**config.mk**
```make
export PLATFORM = sky130hd
export DESIGN_NAME = anspwm_mc
export DESIGN_NICKNAME = d
export VERILOG_FILES = /design/src/rtl/anspwm_mc.sv
export SDC_FILE = /design/constraint.sdc
export NUM_CORES = 1
export LEC_CHECK = 0
export CAP_MARGIN = 20
export CELL_PAD_IN_SITES_DETAIL_PLACEMENT = 0
export CELL_PAD_IN_SITES_GLOBAL_PLACEMENT = 1
export CORE_ASPECT_RATIO = 0.6
export CORE_MARGIN = 5
export CORE_UTILIZATION = 35
export CTS_CLUSTER_SIZE = 10
export DETAILED_ROUTE_END_ITERATION = 16
export DONT_BUFFER_PORTS = 1
export PLACE_DENSITY = 0.7
export SLEW_MARGIN = 20
export SYNTH_ARGS = -nofsm -noshare
export SYNTH_HDL_FRONTEND = slang
export SYNTH_SLANG_ARGS = --single-unit
```
**constraint.sdc**
```tcl
create_clock -name clk -period 7.25 [get_ports clk]
set_clock_uncertainty 0.05 [all_clocks]
set_input_delay 1.45 -clock clk [delete_from_list [all_inputs] [get_ports clk]]
set_output_delay 1.45 -clock clk [all_outputs]
set_load 0.01 [all_outputs]
```
**src/rtl/anspwm_mc.sv**
```systemverilog
// Multi-channel noise-shaped PWM: one shared error-feedback quantiser visits channel i at cnt==i.
// Define ANSPWM_DITHER_EN to add LFSR dither to the quantiser input.
module anspwm_mc #(
    parameter int NCH   = 4,
    parameter int IN_W  = 32,
    parameter int OUT_W = 8,
    parameter int ORDER = 1
) (
    input  logic                  clk,
    input  logic                  rst,
    input  logic [NCH*IN_W-1:0]   tgt_in,
    input  logic                  tgt_valid,
    output logic                  tgt_ready,
    output logic [NCH-1:0]        pwm_out,
    output logic [NCH*OUT_W-1:0]  duty_out,
    output logic                  frame_out
);

    localparam int F  = IN_W - OUT_W;
    localparam int TW = IN_W + 3;
    localparam logic [OUT_W-1:0] MAX = '1;

    logic [OUT_W-1:0]     cnt;
    logic [NCH*IN_W-1:0]  inbuf;
    logic [NCH*IN_W-1:0]  work;
    logic                 buf_full;
    logic [OUT_W-1:0]     duty   [NCH];
    logic [OUT_W-1:0]     shadow [NCH];
    logic [F-1:0]         e1     [NCH];
    logic [F-1:0]         e2     [NCH];

    logic                 at_max;
    logic                 accept;
    logic                 vld_p0;
    logic [IN_W-1:0]      work_p0;
    logic [F-1:0]         e1_p0;
    logic [F-1:0]         e2_p0;
    logic signed [TW-1:0] fb_p0;
    logic signed [TW-1:0] dith_p0;
    logic signed [TW-1:0] t_p0;
    logic [IN_W-1:0]      ts_p0;
    logic [OUT_W-1:0]     q_p0;
    logic [F-1:0]         err_p0;

    // Clamp to [0, 2**IN_W-1]; the sum never wraps.
    function automatic logic [IN_W-1:0] sat_in(input logic signed [TW-1:0] v);
        if (v[TW-1])
            return '0;
        else if (|v[TW-2:IN_W])
            return '1;
        else
            return v[IN_W-1:0];
    endfunction

    assign at_max    = (cnt == MAX);
    assign tgt_ready = !buf_full || at_max;
    assign accept    = tgt_valid && tgt_ready;
    assign frame_out = (cnt == '0);

    always_comb begin
        for (int i = 0; i < NCH; i++)
            duty_out[i*OUT_W +: OUT_W] = duty[i];
    end

    // Stage p0: select the channel owning this slot and requantise it.
    always_comb begin
        vld_p0  = 1'b0;
        work_p0 = '0;
        e1_p0   = '0;
        e2_p0   = '0;
        for (int i = 0; i < NCH; i++) begin
            if (cnt == OUT_W'(i)) begin
                vld_p0  = 1'b1;
                work_p0 = work[i*IN_W +: IN_W];
                e1_p0   = e1[i];
                e2_p0   = e2[i];
            end
        end
        if (ORDER == 2)
            fb_p0 = ($signed(TW'(e1_p0)) <<< 1) - $signed(TW'(e2_p0));
        else
            fb_p0 = $signed(TW'(e1_p0));
    end

`ifdef ANSPWM_DITHER_EN
    logic [15:0] lfsr;

    always_ff @(posedge clk) begin
        if (rst)
            lfsr <= 16'hACE1;
        else if (vld_p0)
            lfsr <= {1'b0, lfsr[15:1]} ^ (lfsr[0] ? 16'hB400 : 16'h0000);
    end

    assign dith_p0 = $signed(TW'(lfsr[F-2:0])) - $signed(TW'(2 ** (F - 2)));
`else
    assign dith_p0 = '0;
`endif

    assign t_p0   = $signed(TW'(work_p0)) + fb_p0 + dith_p0;
    assign ts_p0  = sat_in(t_p0);
    assign q_p0   = ts_p0[IN_W-1 -: OUT_W];
    assign err_p0 = ts_p0[F-1:0];

    // Stage p1: channel state, buffer handshake and PWM compare registers.
    always_ff @(posedge clk) begin
        if (rst) begin
            cnt      <= '0;
            buf_full <= 1'b0;
            inbuf    <= '0;
            work     <= '0;
            pwm_out  <= '0;
            for (int i = 0; i < NCH; i++) begin
                duty[i]   <= '0;
                shadow[i] <= '0;
                e1[i]     <= '0;
                e2[i]     <= '0;
            end
        end else begin
            cnt <= cnt + 1'b1;
            if (at_max) begin
                if (buf_full)
                    work <= inbuf;
                for (int i = 0; i < NCH; i++)
                    duty[i] <= shadow[i];
            end
            // A snapshot-cycle accept refills the slot the snapshot just drained.
            if (accept) begin
                inbuf    <= tgt_in;
                buf_full <= 1'b1;
            end else if (at_max) begin
                buf_full <= 1'b0;
            end
            for (int i = 0; i < NCH; i++) begin
                if (cnt == OUT_W'(i)) begin
                    shadow[i] <= q_p0;
                    e2[i]     <= e1[i];
                    e1[i]     <= err_p0;
                end
                pwm_out[i] <= (cnt < duty[i]);
            end
        end
    end

endmodule

```
==> impl_metrics.json <==
{
  "fp-row-count": 66,
  "cts_tree": "yes",
  "p_int_mw": 4.106,
  "drt_wl_total_mm": 51.45,
  "min_from": "inbuf[91]$_SDFFE_PP0P_",
  "maxSlewHeadroom": 0.2131,
  "num_io_pins": 169,
  "outcome": "completed",
  "setup_viol": 0,
  "utilization": 0.3873,
  "via_per_inst": 5.254,
  "worst_pin_slew_ns": 1.180,
  "p_switching_mw": 1.428,
  "synth_edf_count": 160,
  "area_growth_pct": 9.887,
  "rsz0062_at_grt": "no",
  "finalCritPeriodShare": 0.8501,
  "antenna_left": 0,
  "place_area_um2": 19540,
  "globalRouteOverflowTotal": 0,
  "reg2reg_setup_slack_ns": 1.09,
  "switching_share": 0.2581,
  "die_h_um": 190.6,
  "holdWs_ns": 0.3987,
  "dr_wl_met2_mm": 21.89,
  "synth_cell_types": 79,
  "drc_errors": 0,
  "startpoint_type": "flip-flop",
  "grt_start_max_net_pins": 283,
  "worstPathArrival_ns": 6.50,
  "drv_slew": 0,
  "grt_util_all_layers": 0.1692,
  "design_area_um2": 20920,
  "synthCells": 2142,
  "syn-num-nets": 2330,
  "ctsResizeCount": 0,
  "post_cts_buffers": 0,
  "required_ns": 7.58,
  "clk_latency_ns": 0.58,
  "ys.flop_type": "dfxtp_1",
  "power_frac_seq": 0.486,
  "hpwl_mm": 34.93,
  "antenna_cells": 0,
  "drive_gt1_frac": 0.05452,
  "cts_buffer_depth": 3,
  "root_buffer": "clkbuf_16",
  "wl_per_cell_um": 18.34,
  "vias": 14740,
  "netlist_area_um2": 19030,
  "timing.critical_path.fanout_max": 36,
  "cts_made_buffers": 49,
  "avgSynthCellArea_um2": 8.886,
  "synthArstFlopShare": 0,
  "peakVddDrop_mv": 0.1577,
  "nNetsFinal": 2256,
  "p_leak_nw": 7.604,
  "power_per_cell_area_nw_per_um2": 264.6,
  "clkPwrFrac": 0.400,
  "yosysWarnings": 0,
  "grt_pass1_vias": 14230,
  "crit_start": "cnt[0]$_SDFF_PP0_",
  "gp_congestion": 0.8639,
  "hold_viol": 0,
  "end_kind": "flip-flop",
  "worstSetupPathType": "flip-flop to flip-flop",
  "antenna_found_initial": 0,
  "die_w_um": 311.1,
  "start_util": 0.3524,
  "core_area_um2": 54010,
  "tns_ns": 0,
  "maxCapViolCount": 0,
  "worst_slack_ns": 1.087,
  "dr.max_layer_used": "met4",
  "dr.pass1.iters": 5,
  "cts_hold_buf": 0,
  "clk_pin_slew_ns": 0.06,
  "fmax_mhz": 162.3,
  "port_buffers": 0,
  "htreeDepth": 2,
  "fillers": 5495,
  "grt_pass1_wl_mm": 81.18,
  "wl_met1_mm": 25.93,
  "place_ws_ns": 1.283,
  "cts.sinks": 429,
  "p_comb_frac": 0.114,
  "drtIter0Drc": 1259,
  "synth-seq-cells": 429,
  "die_area_um2": 59300,
  "period_minus_slack_ns": 6.163,
  "wl_met3_mm": 2.956,
  "ys_seq_area_frac": 0.5354,
  "r2r_start": "cnt[0]$_SDFF_PP0_",
  "hold_path_class": "flip-flop to flip-flop"
}
-- cell usage after synthesis, types with 17 or more instances --
library cell,number,area [um^2]
xor2_1,17,148.9
a21o_1,33,247.7
nor2_1,113,424.2
nand2_1,589,2211
and2_1,45,281.5
a221o_1,42,420.4
clkbuf_1,127,476.7
a21oi_1,350,1752
o21ai_0,104,520.5
ha_1,56,700.7
inv_1,47,176.4
edfxtp_1,160,4805
dfxtp_1,269,5385
-- flip-flops by register name, indices dropped and copies added (netlist names) --
register	count
inbuf	128
duty	32
buf_full	1
e1	96
work	128
cnt	8
shadow	32
pwm_out	4
-- critical path: stages, from the launching register on --
cell and delay [ns]:
dfxtp_1 0.43, inv_1 0.13, ha_1 0.39, nand4_1 0.35, nor2_4 0.41, buf_4 0.31
a221o_1 0.16, o21ai_0 0.07, o21ai_0 0.23, ha_1 0.26, nand2_1 0.17, o32ai_1 0.54
a31oi_1 0.26, a211oi_2 0.46, or2_1 0.76, nand2_2 0.65, a21oi_1 0.31
-- kinds of logic after synthesis --
group	Yosys count	share of synthesized area
XOR/XNOR	27	0.01242
flip-flops	429	0.5354
AND/OR/NAND/NOR	828	0.1826
multiplexers	4	0.002169
AO/OA/AOI/OAI	602	0.1872
adder cells (fa/ha/maj)	57	0.03786
buffers and inverters	195	0.04240
-- cells in the final DEF (no fill, tap or decap), types with 12 or more instances in the layout --
master     count
and2_1        43
ha_1          56
inv_1         47
o21ai_0      104
dfxtp_1      269
nand2_1      587
clkbuf_16     49
clkbuf_1      20
nor2_1       111
edfxtp_1     160
nand3_1       12
a221o_1       42
a21o_1        33
xor2_1        17
a21oi_1      349
buf_4         19
-- worst paths after layout --
path / end / depth (start not counted)
worst max-delay path: e1[3][2]$_SDFFCE_PN0P_ / 16
worst min-delay path: work[91]$_SDFFE_PP0P_ / 2
worst max register to register: e1[3][2]$_SDFFCE_PN0P_ / 16
worst min register to register: work[91]$_SDFFE_PP0P_ / 2
-- power groups by stage --
| stage | Combinational, mW | Clock (mW) | Sequential (mW) |
|---|---|---|---|
| detailed placement | 0.630 | 0 | 2.74 |
| finish | 0.633 | 2.21 | 2.69 |
| floorplan | 0.478 | 0 | 2.72 |
| CTS | 0.634 | 2.26 | 2.69 |
| global placement | 0.621 | 0 | 2.74 |
| global route | 0.706 | 2.37 | 2.70 |
-- metal layers --
metal | global-route usage | vias to the layer above
met2 | 0.2562 | 367
li1 | - | 7211
met3 | 0.03182 | 61
met4 | 0.02852 | 0
met1 | 0.2556 | 7099
met5 | 0 | -
-- per-stage QoR --
step	power, mW	instances
floorplan	3.195	2142
global placement	3.359	2731
detailed placement	3.371	2731
CTS	5.586	2805
global route	5.776	2805
finish	5.534	2805
-- final cells by class --
type | count | area [um^2] | area share
sequential | 429 | 10190 | 0.4872
tap | 714 | 893.4 | 0.04271
clock buffer | 69 | 1301 | 0.06222
inverter | 48 | 180.2 | 0.008614
timing repair buffer | 22 | 193.9 | 0.009273
multi-input combinational | 1518 | 8084 | 0.3865
clock inverter | 5 | 72.57 | 0.003470
No activity file was read; power rests on OpenSTA's default activity.
